[config.mk]
export PLATFORM = sky130hd
export DESIGN_NAME = div_seq
export DESIGN_NICKNAME = d
export VERILOG_FILES = /design/src/rtl/div_seq_pkg.sv /design/src/rtl/div_step.sv /design/src/rtl/div_seq.sv
export SDC_FILE = /design/constraint.sdc
export NUM_CORES = 1
export LEC_CHECK = 0
export CAP_MARGIN = 15
export CORE_ASPECT_RATIO = 1.1
export CORE_UTILIZATION = 55
export CTS_BUF_LIST = sky130_fd_sc_hd__clkbuf_4 sky130_fd_sc_hd__clkbuf_8
export DETAILED_ROUTE_END_ITERATION = 6
export PLACE_DENSITY_LB_ADDON = 0.12
export SLEW_MARGIN = 30
export SYNTH_ARGS = -nofsm -noshare
export SYNTH_HDL_FRONTEND = slang
export SYNTH_SLANG_ARGS = --single-unit
[constraint.sdc]
create_clock -name clk -period 12.3 [get_ports clk]
set_clock_uncertainty 0.05 [all_clocks]
set_input_delay 2.46 -clock clk [delete_from_list [all_inputs] [get_ports clk]]
set_output_delay 2.46 -clock clk [all_outputs]
set_load 0.02 [all_outputs]
[src/rtl/div_seq_pkg.sv]
// Shared EX-stage constants for the multi-cycle divider: state encodings,
// iteration count, the DIV/DIVU opcodes and a conditional-negate helper.
package div_seq_pkg;

    localparam logic [7:0] EXE_DIV_OP  = 8'b0001_1010;
    localparam logic [7:0] EXE_DIVU_OP = 8'b0001_1011;

    localparam int DIV_ITER = 32;

    typedef enum logic [1:0] {
        DIV_IDLE = 2'd0,
        DIV_BUSY = 2'd1,
        DIV_DONE = 2'd2
    } div_state_t;

    // Two's-complement negate when neg is set; 0x80000000 maps to itself.
    function automatic logic [31:0] neg_if(input logic [31:0] v, input logic neg);
        return neg ? (32'd0 - v) : v;
    endfunction

endpackage

[src/rtl/div_step.sv]
// One restoring shift-subtract iteration: shift {rem,quo} left by one, then
// keep the trial difference if the shifted remainder covers the divisor.
module div_step #(
    parameter int WIDTH = 32
) (
    input  logic [WIDTH:0]   rem,
    input  logic [WIDTH-1:0] quo,
    input  logic [WIDTH-1:0] divisor,
    output logic [WIDTH:0]   rem_next,
    output logic [WIDTH-1:0] quo_next
);

    // One guard bit above the 33-bit remainder so the borrow is explicit.
    logic [WIDTH+1:0] rem_sh;
    logic [WIDTH+1:0] trial;

    always_comb begin
        rem_sh = {rem, quo[WIDTH-1]};
        trial  = rem_sh - {2'b00, divisor};
        if (!trial[WIDTH+1]) begin
            rem_next = trial[WIDTH:0];
            quo_next = {quo[WIDTH-2:0], 1'b1};
        end else begin
            rem_next = rem_sh[WIDTH:0];
            quo_next = {quo[WIDTH-2:0], 1'b0};
        end
    end

endmodule

[src/rtl/div_seq.sv]
// DIV/DIVU sequencer: accepts an operation, runs 32 div_step iterations while
// stalling IF..EX, then writes quotient to LO and remainder to HI with ready.
module div_seq
    import div_seq_pkg::*;
#(
    parameter int WIDTH = 32
) (
    input  logic             clk,
    input  logic             rst,
    input  logic             start,
    input  logic             is_signed,
    input  logic [WIDTH-1:0] opa,
    input  logic [WIDTH-1:0] opb,
    input  logic             flush,
    output logic             stall,
    output logic             ready,
    output logic [WIDTH-1:0] lo,
    output logic [WIDTH-1:0] hi
);

    div_state_t       state_reg, state_next;
    logic [5:0]       cnt_reg;
    logic             sa_reg, sb_reg;
    logic [WIDTH:0]   rem_reg;
    logic [WIDTH-1:0] quo_reg, divisor_reg;
    logic [WIDTH-1:0] lo_reg, hi_reg;

    logic [WIDTH:0]   step_rem;
    logic [WIDTH-1:0] step_quo;
    logic             accept, last_iter, finish;

    div_step #(.WIDTH(WIDTH)) u_step (
        .rem      (rem_reg),
        .quo      (quo_reg),
        .divisor  (divisor_reg),
        .rem_next (step_rem),
        .quo_next (step_quo)
    );

    assign accept    = (state_reg == DIV_IDLE) && start && !flush;
    assign last_iter = (cnt_reg == 6'(DIV_ITER - 1));
    // Results are only committed on an un-annulled final iteration.
    assign finish    = (state_reg == DIV_BUSY) && last_iter && !flush;

    always_ff @(posedge clk) begin
        if (rst) begin
            state_reg <= DIV_IDLE;
        end else begin
            state_reg <= state_next;
        end
    end

    always_comb begin
        state_next = state_reg;
        stall      = 1'b0;
        ready      = 1'b0;
        case (state_reg)
            DIV_IDLE: begin
                stall = start && !flush;
                if (accept) state_next = DIV_BUSY;
            end
            DIV_BUSY: begin
                stall = !flush;
                if (last_iter) state_next = DIV_DONE;
            end
            DIV_DONE: begin
                ready      = !flush;
                state_next = DIV_IDLE;
            end
            default: state_next = DIV_IDLE;
        endcase
        if (flush) state_next = DIV_IDLE;
    end

    always_ff @(posedge clk) begin
        if (rst) begin
            cnt_reg     <= '0;
            sa_reg      <= 1'b0;
            sb_reg      <= 1'b0;
            rem_reg     <= '0;
            quo_reg     <= '0;
            divisor_reg <= '0;
            lo_reg      <= '0;
            hi_reg      <= '0;
        end else begin
            if (accept) begin
                sa_reg      <= is_signed & opa[WIDTH-1];
                sb_reg      <= is_signed & opb[WIDTH-1];
                quo_reg     <= neg_if(opa, is_signed & opa[WIDTH-1]);
                divisor_reg <= neg_if(opb, is_signed & opb[WIDTH-1]);
                rem_reg     <= '0;
                cnt_reg     <= '0;
            end else if (state_reg == DIV_BUSY) begin
                rem_reg <= step_rem;
                quo_reg <= step_quo;
                cnt_reg <= cnt_reg + 6'd1;
            end
            if (finish) begin
                lo_reg <= neg_if(step_quo, sa_reg ^ sb_reg);
                hi_reg <= neg_if(step_rem[WIDTH-1:0], sa_reg);
            end
        end
    end

    assign lo = lo_reg;
    assign hi = hi_reg;

endmodule

Word-level counts from Yosys, hierarchy flattened --
Cells that the tools add are included.
Cells by class: mux-type cells 13, bitwise gates (word level) 3, reductions and logical operators 11, eq/ne operators 5, add/sub/neg operators 6
Operators by type and width (count):
- 2-to-1 mux 32 bit | 6
- subtractor 1 x 32 -> 32 bit, first input constant | 4
- subtractor 34 x 32 -> 34 bit | 1
- 2-to-1 mux 33 bit | 1
- adder 6 x 1 -> 6 bit, second input constant | 1
- == test 6 x 5 -> 1 bit, second input constant | 1
- logical AND 1 bit | 5
- 2-to-1 mux 2 bit | 2
- != test 2 bit, second input constant | 2
- case mux 2 bit (2 select lines) | 1
- OR reduction 2 bit | 2
- AND 1 bit | 2
- == test 2 x 1 -> 1 bit, second input constant | 1
- == test 2 bit, second input constant | 1
- zero test 2 bit | 1
- 2-to-1 mux 1 bit | 2
- case mux 1 bit (2 select lines) | 1
- AND reduction 2 bit | 1
- nonzero test 2 bit | 1
- zero test 1 bit | 1
- XOR 1 bit | 1
Storage, ports and cells: bits of input ports 69, word-level logic and storage cells 47, register bits after elaboration 171

Longest topological paths before layout --
Gate-level depths: netlist of run 1.
word-level depth 5, depth in mapped cells 25, gate-level depth less buffers 22

By module --
A second synthesis of run 1 with hierarchy kept.
Second synthesis, totals: cells, all modules 1450, area, all modules 11265.8 µm²
By module, submodules not included:
- div_seq | cells each 1091, seq. area each 3423.3 µm², area each 8862.2 µm², times used 1
- div_step | cells each 359, seq. area each 0.0 µm², area each 2403.6 µm², times used 1

Worst setup path after synthesis of run 1 --
OpenSTA, ideal clock, no wires.
path kind input to output, start in flush, end out stall, arrival time 3.629 ns, setup slack 6.161 ns, stages 4, buffers on the path 2, required time 9.790 ns, cells stage by stage clkbuf_1 > or4b_2 > clkbuf_1 > o21ai_0
Between the ends: cells in the longest elaborated chain, start to end 3
RTL lines:
- start: declaration | RTL line div_seq.sv:14 | input logic flush,
- zero test 1 bit (*) | RTL line div_seq.sv:59, div_seq.sv:63
- logical AND 1 bit | RTL line div_seq.sv:59 | stall = start && !flush;
- case mux 1 bit (2 select lines) (*) | RTL line div_seq.sv:57 | case (state_reg)
- end: declaration | RTL line div_seq.sv:15 | output logic stall,
Every way passes the cells marked *; elsewhere a longest branch is shown, timed or not.

Worst setup path in the final report of run 1 --
Ends and elaborated chain as after synthesis.

==> flow_metrics.tcl, run 1 <==
set metrics [dict create \
    max_slew_margin 0.352 \
    dr.pass1.iters 5 \
    dp_hpwl_um 26200 \
    track_usage 0.314 \
    status "complete, no violations" \
    r2r-end "hi[28]$_SDFFE_PP0P_" \
    synth-edff-count 0 \
    crit_type "input pin to primary output" \
    slew_violations 0 \
    synth.distinct_cells 91 \
    antenna_left 0 \
    fmax_mhz 141 \
    synth-seq-area-share 0.289 \
    first_iter_violations 784 \
    p_per_area_mw_per_mm2 115 \
    io_buffers 134 \
    tightest_slew_ps 972 \
    die_width_um 142 \
    hold_viol_final 0 \
    drt-total-wl_um 34400 \
    cts.sinks 171 \
    synthArstFlopShare 0 \
    finalSetupTns_ps 0 \
    cts_tree "built" \
    clockBufferDepth 2 \
    max-cap-violations 0 \
    coreArea_mm2 0.0209 \
    ctsRootBufferMaster "clkbuf_8" \
    syn-num-nets 1674 \
    vias 11800 \
    syn_avg_cell_area_um2 7.57 \
    fin_cells 1931 \
    die_h_um 156 \
    antenna_found_initial 0 \
    syn_area_mm2 0.0119 \
    pin_count 135 \
    cp-end-kind "primary output" \
    grt_pass1_vias 10800 \
    grt_max_degree 99 \
    clock_latency_ps 470 \
    leakage_nw 4.87 \
    gp_congestion 0.939 \
    rsz0062_at_grt "no" \
    cts_hold_buf 0 \
    reg2reg_depth 20 \
    slowest_stage "or4b_2" \
    startpoint_type "input pin" \
    synthCells 1567 \
    cts_buffers 17 \
    ys_seq_elements 171 \
    num_rows 55 \
    vias_per_cell 6.09 \
    reg2reg_from "rem_reg[6]$_SDFFE_PP0P_" \
    crit_required_ps 9790 \
    holdPathStages 2 \
    drc 0 \
    largest_reg_flops 33 \
    reg2reg_slack_ps 6180 \
    synth_flop_cell "dfxtp_1" \
    crit_chain "clkdlybuf4s50_1, or4b_2, o21ai_0, clkdlybuf4s50_1" \
    slowest_delay_ps 790 \
    path_common_cell "clkdlybuf4s50_1" \
    post-route-period-util 0.578 \
    cp.arrival_ps 4600 \
    grt_first_pass_wirelength_um 55400 \
    drive_gt1_frac 0.0608 \
    post-route-min-period_ps 7110 \
    htree_levels 4 \
    cts_resized 0 \
    whs_endpoint "hi[3]$_SDFFE_PP0P_" \
    clk_pin_slew_worst_paths_ps 90 \
    fin_nets 1740 \
    most-common-layout-cells "nor2_1, dfxtp_1, nand2_1" \
    dpl.cell_count 1899 \
    antenna_cells 0 \
    hp-start "hi[3]$_SDFFE_PP0P_" \
    routedWlPerCell_um 17.8 \
    cts_setup_buffers 0 \
    vdd_drop_max_mv 0.0772 \
    ys_warn_count 0 \
    hp-class "register to register" \
    initial_utilization 0.569 \
    area_growth_pct 15.6 \
    crit_fanout 8 \
    grt_overflow 0 \
    setup_viol 0 \
    die-area_mm2 0.0222 \
]
where the power goes:
part | switching, mW | leakage (nW) | internal, mW
Clock | 0.242 | 0.220 | 0.199
Sequential | 0.0202 | 1.39 | 0.571
Combinational | 0.345 | 3.27 | 0.201
Total | 0.608 | 4.87 | 0.970
how the worst max path moves through the flow:
stage                     startpoint  endpoint
final                          flush     stall
after global routing           flush     stall
after CTS                      flush     stall
after detailed placement       flush     stall
after global placement         flush     stall
after floorplan                flush     stall
layer usage:
layer  track usage  part of all wire  vias to the layer above
li1              -                 -                     5842
met1         0.393              0.43                     5479
met2         0.534              0.48                      344
met3        0.0387             0.039                       91
met4         0.144             0.046                        0
met5             0                 0                        -
final cells by class:
type | count | area, um2
fill | 1919 | 7140
inverter | 62 | 233
multi-input combinational | 1235 | 7820
clock inverter | 14 | 199
sequential | 171 | 3420
tap | 285 | 357
timing repair buffer | 146 | 1430
clock buffer | 18 | 248
critical path, delay by kind of cell:
kind | cells | cell delay [ps]
buffers and inverters | 2 | 1210
AOI/OAI and AO/OA | 1 | 120
and+or+nand+nor | 1 | 790
synthesized netlist by cell type (13+ instances only):
library cell  instances  area (um2)
nand4_1              13        81.3
o31ai_1              22         165
nand3_1              28         140
nor2_1              173         649
xnor2_1              76         666
nor4_1               14        87.6
nand2_1             163         612
a22oi_1              30         225
a211oi_1             72         541
o21ai_0              60         300
mux2i_1              19         190
clkbuf_1             77         289
xor2_1               52         455
or3_1                26         163
a21oi_1             146         731
ha_1                 37         463
a31oi_1              21         131
inv_1                61         229
dfxtp_1             171        3420
nor3_1               51         255
o21a_1               14         105
cells by family after synthesis:
| group | share of synthesized area |
|---|---|
| adders and majority gates | 0.0407 |
| and+or+nand+nor | 0.220 |
| muxes | 0.0276 |
| buffers and inverters | 0.0548 |
| AOI/OAI and AO/OA | 0.274 |
| xor gates and xnor gates | 0.0945 |
| DFF | 0.289 |
metrics by stage:
stage	setup slack [ps]	instance area, um2	utilization	hold WS, ps	power [mW]
2_1_floorplan	6160	11900	-	386	0.992
3_3_place_gp	5220	13300	0.636	393	1.13
3_5_place_dp	5210	13300	0.636	394	1.14
4_1_cts	5200	13700	0.657	409	1.57
5_1_grt	5080	13700	0.657	430	1.66
6_report	5190	13700	0.657	408	1.58
Power figures use the tool's default switching activity.
==> inputs of run 2 (changes only) <==
--- a/config.mk
+++ b/config.mk
@@ -7,7 +7,7 @@
 export LEC_CHECK = 0
 export CAP_MARGIN = 15
 export CORE_ASPECT_RATIO = 1.1
-export CORE_UTILIZATION = 55
+export CORE_UTILIZATION = 53
 export CTS_BUF_LIST = sky130_fd_sc_hd__clkbuf_4 sky130_fd_sc_hd__clkbuf_8
 export DETAILED_ROUTE_END_ITERATION = 6
 export PLACE_DENSITY_LB_ADDON = 0.12
==> constraint.sdc (replaced) <==
create_clock -name clk -period 6.5 [get_ports clk]
set_clock_uncertainty 0.05 [all_clocks]
set_input_delay 1.3 -clock clk [delete_from_list [all_inputs] [get_ports clk]]
set_output_delay 1.3 -clock clk [all_outputs]
set_load 0.02 [all_outputs]
==> run 2 against run 1 <==
Count of clock-buffer cells in the layout down 1. Largest cell class unchanged. Non-clock buffer count unchanged. Via count up 0.61%.
==> flow_metrics.tcl, run 2 (synthesized netlist as in run 1, its figures left out) <==
set metrics [dict create \
    track_usage 0.323 \
    cp.arrival_ps 5790 \
    antenna_found_initial 0 \
    die-area_mm2 0.0230 \
    num_rows 57 \
    largest_reg_flops 33 \
    cts_hold_buf 0 \
    max-cap-violations 0 \
    clk_pin_slew_worst_paths_ps 110 \
    grt_first_pass_wirelength_um 58000 \
    tightest_slew_ps 962 \
    drt-total-wl_um 36100 \
    vdd_drop_max_mv 0.138 \
    cts_setup_buffers 0 \
    post-route-min-period_ps 5430 \
    finalSetupTns_ps 0 \
    vias_per_cell 6.09 \
    clock_latency_ps 480 \
    hold_viol_final 0 \
    die_h_um 159 \
    antenna_cells 0 \
    ctsRootBufferMaster "clkbuf_8" \
    crit_type "register to register" \
    cp-end-kind "register" \
    grt_overflow 0 \
    status "complete, no violations" \
    critPathBufInv 0 \
    slowest_stage "or4_1" \
    startpoint_type "register" \
    most-common-layout-cells "nor2_1, dfxtp_1, nand2_1" \
    crit_chain "ha_1, a21oi_1, o21ai_1, a21oi_1, a2111oi_4, mux2i_2, nor2_4, mux2i_1, ha_1, nand3_1, or4_1, or3_1, nor4_1, o211ai_2, or4_1, a31oi_1" \
    hp-class "register to register" \
    initial_utilization 0.538 \
    drive_gt1_frac 0.0601 \
    post-route-period-util 0.835 \
    gp_congestion 0.981 \
    drc 0 \
    clockBufferDepth 2 \
    htree_levels 4 \
    die_width_um 145 \
    io_buffers 134 \
    coreArea_mm2 0.0220 \
    grt_max_degree 97 \
    rsz0062_at_grt "no" \
    dp_hpwl_um 27600 \
    p_per_area_mw_per_mm2 214 \
    leakage_nw 4.85 \
    cp_top_family "simple AND/OR/NAND/NOR gates" \
    setup_viol 0 \
    fin_nets 1740 \
    reg2reg_slack_ps 1070 \
    cts_resized 0 \
    crit_fanout 9 \
    vias 11800 \
    max_slew_margin 0.358 \
    cts_buffers 17 \
    slowest_delay_ps 520 \
    cts_tree "built" \
    fin_util 0.620 \
    cts.sinks 171 \
    crit_required_ps 6860 \
    slew_violations 0 \
    area_growth_pct 15.2 \
    pin_count 135 \
    grt_pass1_vias 10900 \
    dr.pass1.iters 5 \
    routedWlPerCell_um 18.6 \
    antenna_left 0 \
    first_iter_violations 880 \
    fmax_mhz 184 \
]
[run 2: cell types whose count changed in the layout (fill, tap and decap cells not counted)]
cell       before  now
clkinv_2        0    2
inv_8           2    4
buf_4          13   12
nor3_2          2    1
inv_12          1    0
nor3_1         50   51
bufinv_16       2    0
clkbuf_8       18   17
buf_6           0    1
inv_6           3    1
clkinv_4        2    4
[run 2: layer usage]
layer  global-route usage  share of wire  vias up  wire [um]
li1                     -              -     5835          -
met1                0.414           0.43     5569      15600
met2                0.543           0.49      345      17800
met3               0.0377          0.039       79       1410
met4                0.130          0.035        0       1270
met5                    0              0        -          0
[run 2: report_power, final]
| part | leakage [nW] | internal [mW] | switching [mW] | total, mW |
|---|---|---|---|---|
| registers | 1.39 | 1.08 | 0.0368 | 1.12 |
| logic | 3.27 | 0.383 | 0.675 | 1.06 |
| clock network | 0.196 | 0.285 | 0.459 | 0.744 |
| total | 4.85 | 1.75 | 1.17 | 2.92 |
[run 2: path summary, 6_finish.rpt]
path / startpoint / endpoint / cells after the start
setup / recovery: rem_reg[9]$_SDFFE_PP0P_ / hi[28]$_SDFFE_PP0P_ / 16
hold / removal: hi[14]$_SDFFE_PP0P_ / hi[14]$_SDFFE_PP0P_ / 2
setup reg to reg: rem_reg[9]$_SDFFE_PP0P_ / hi[28]$_SDFFE_PP0P_ / 16
hold reg to reg: hi[14]$_SDFFE_PP0P_ / hi[14]$_SDFFE_PP0P_ / 2
[run 2: worst min-delay path: stages, from the launching register on]
cell and delay (ps):
dfxtp_1 320, nand2_1 50, a21oi_1 50
[run 2: layout make-up]
class	count	area, um2
Clock buffer	17	234
Multi-Input combinational cell	1235	7820
Fill cell	2047	8370
Timing Repair Buffer	146	1430
Sequential cell	171	3420
Inverter	62	233
Clock inverter	15	155
Tap cell	295	369
[run 2: through the flow]
stage	hold WS, ps	setup slack, ps	power, mW	cell area [um2]	std cells
after floorplan	386	1240	1.88	11900	1567
after global placement	392	1270	2.17	13300	1909
after detailed placement	392	1170	2.18	13300	1909
after CTS	406	1150	2.91	13700	1941
after global routing	424	703	3.07	13700	1941
final	405	1070	2.92	13700	1941
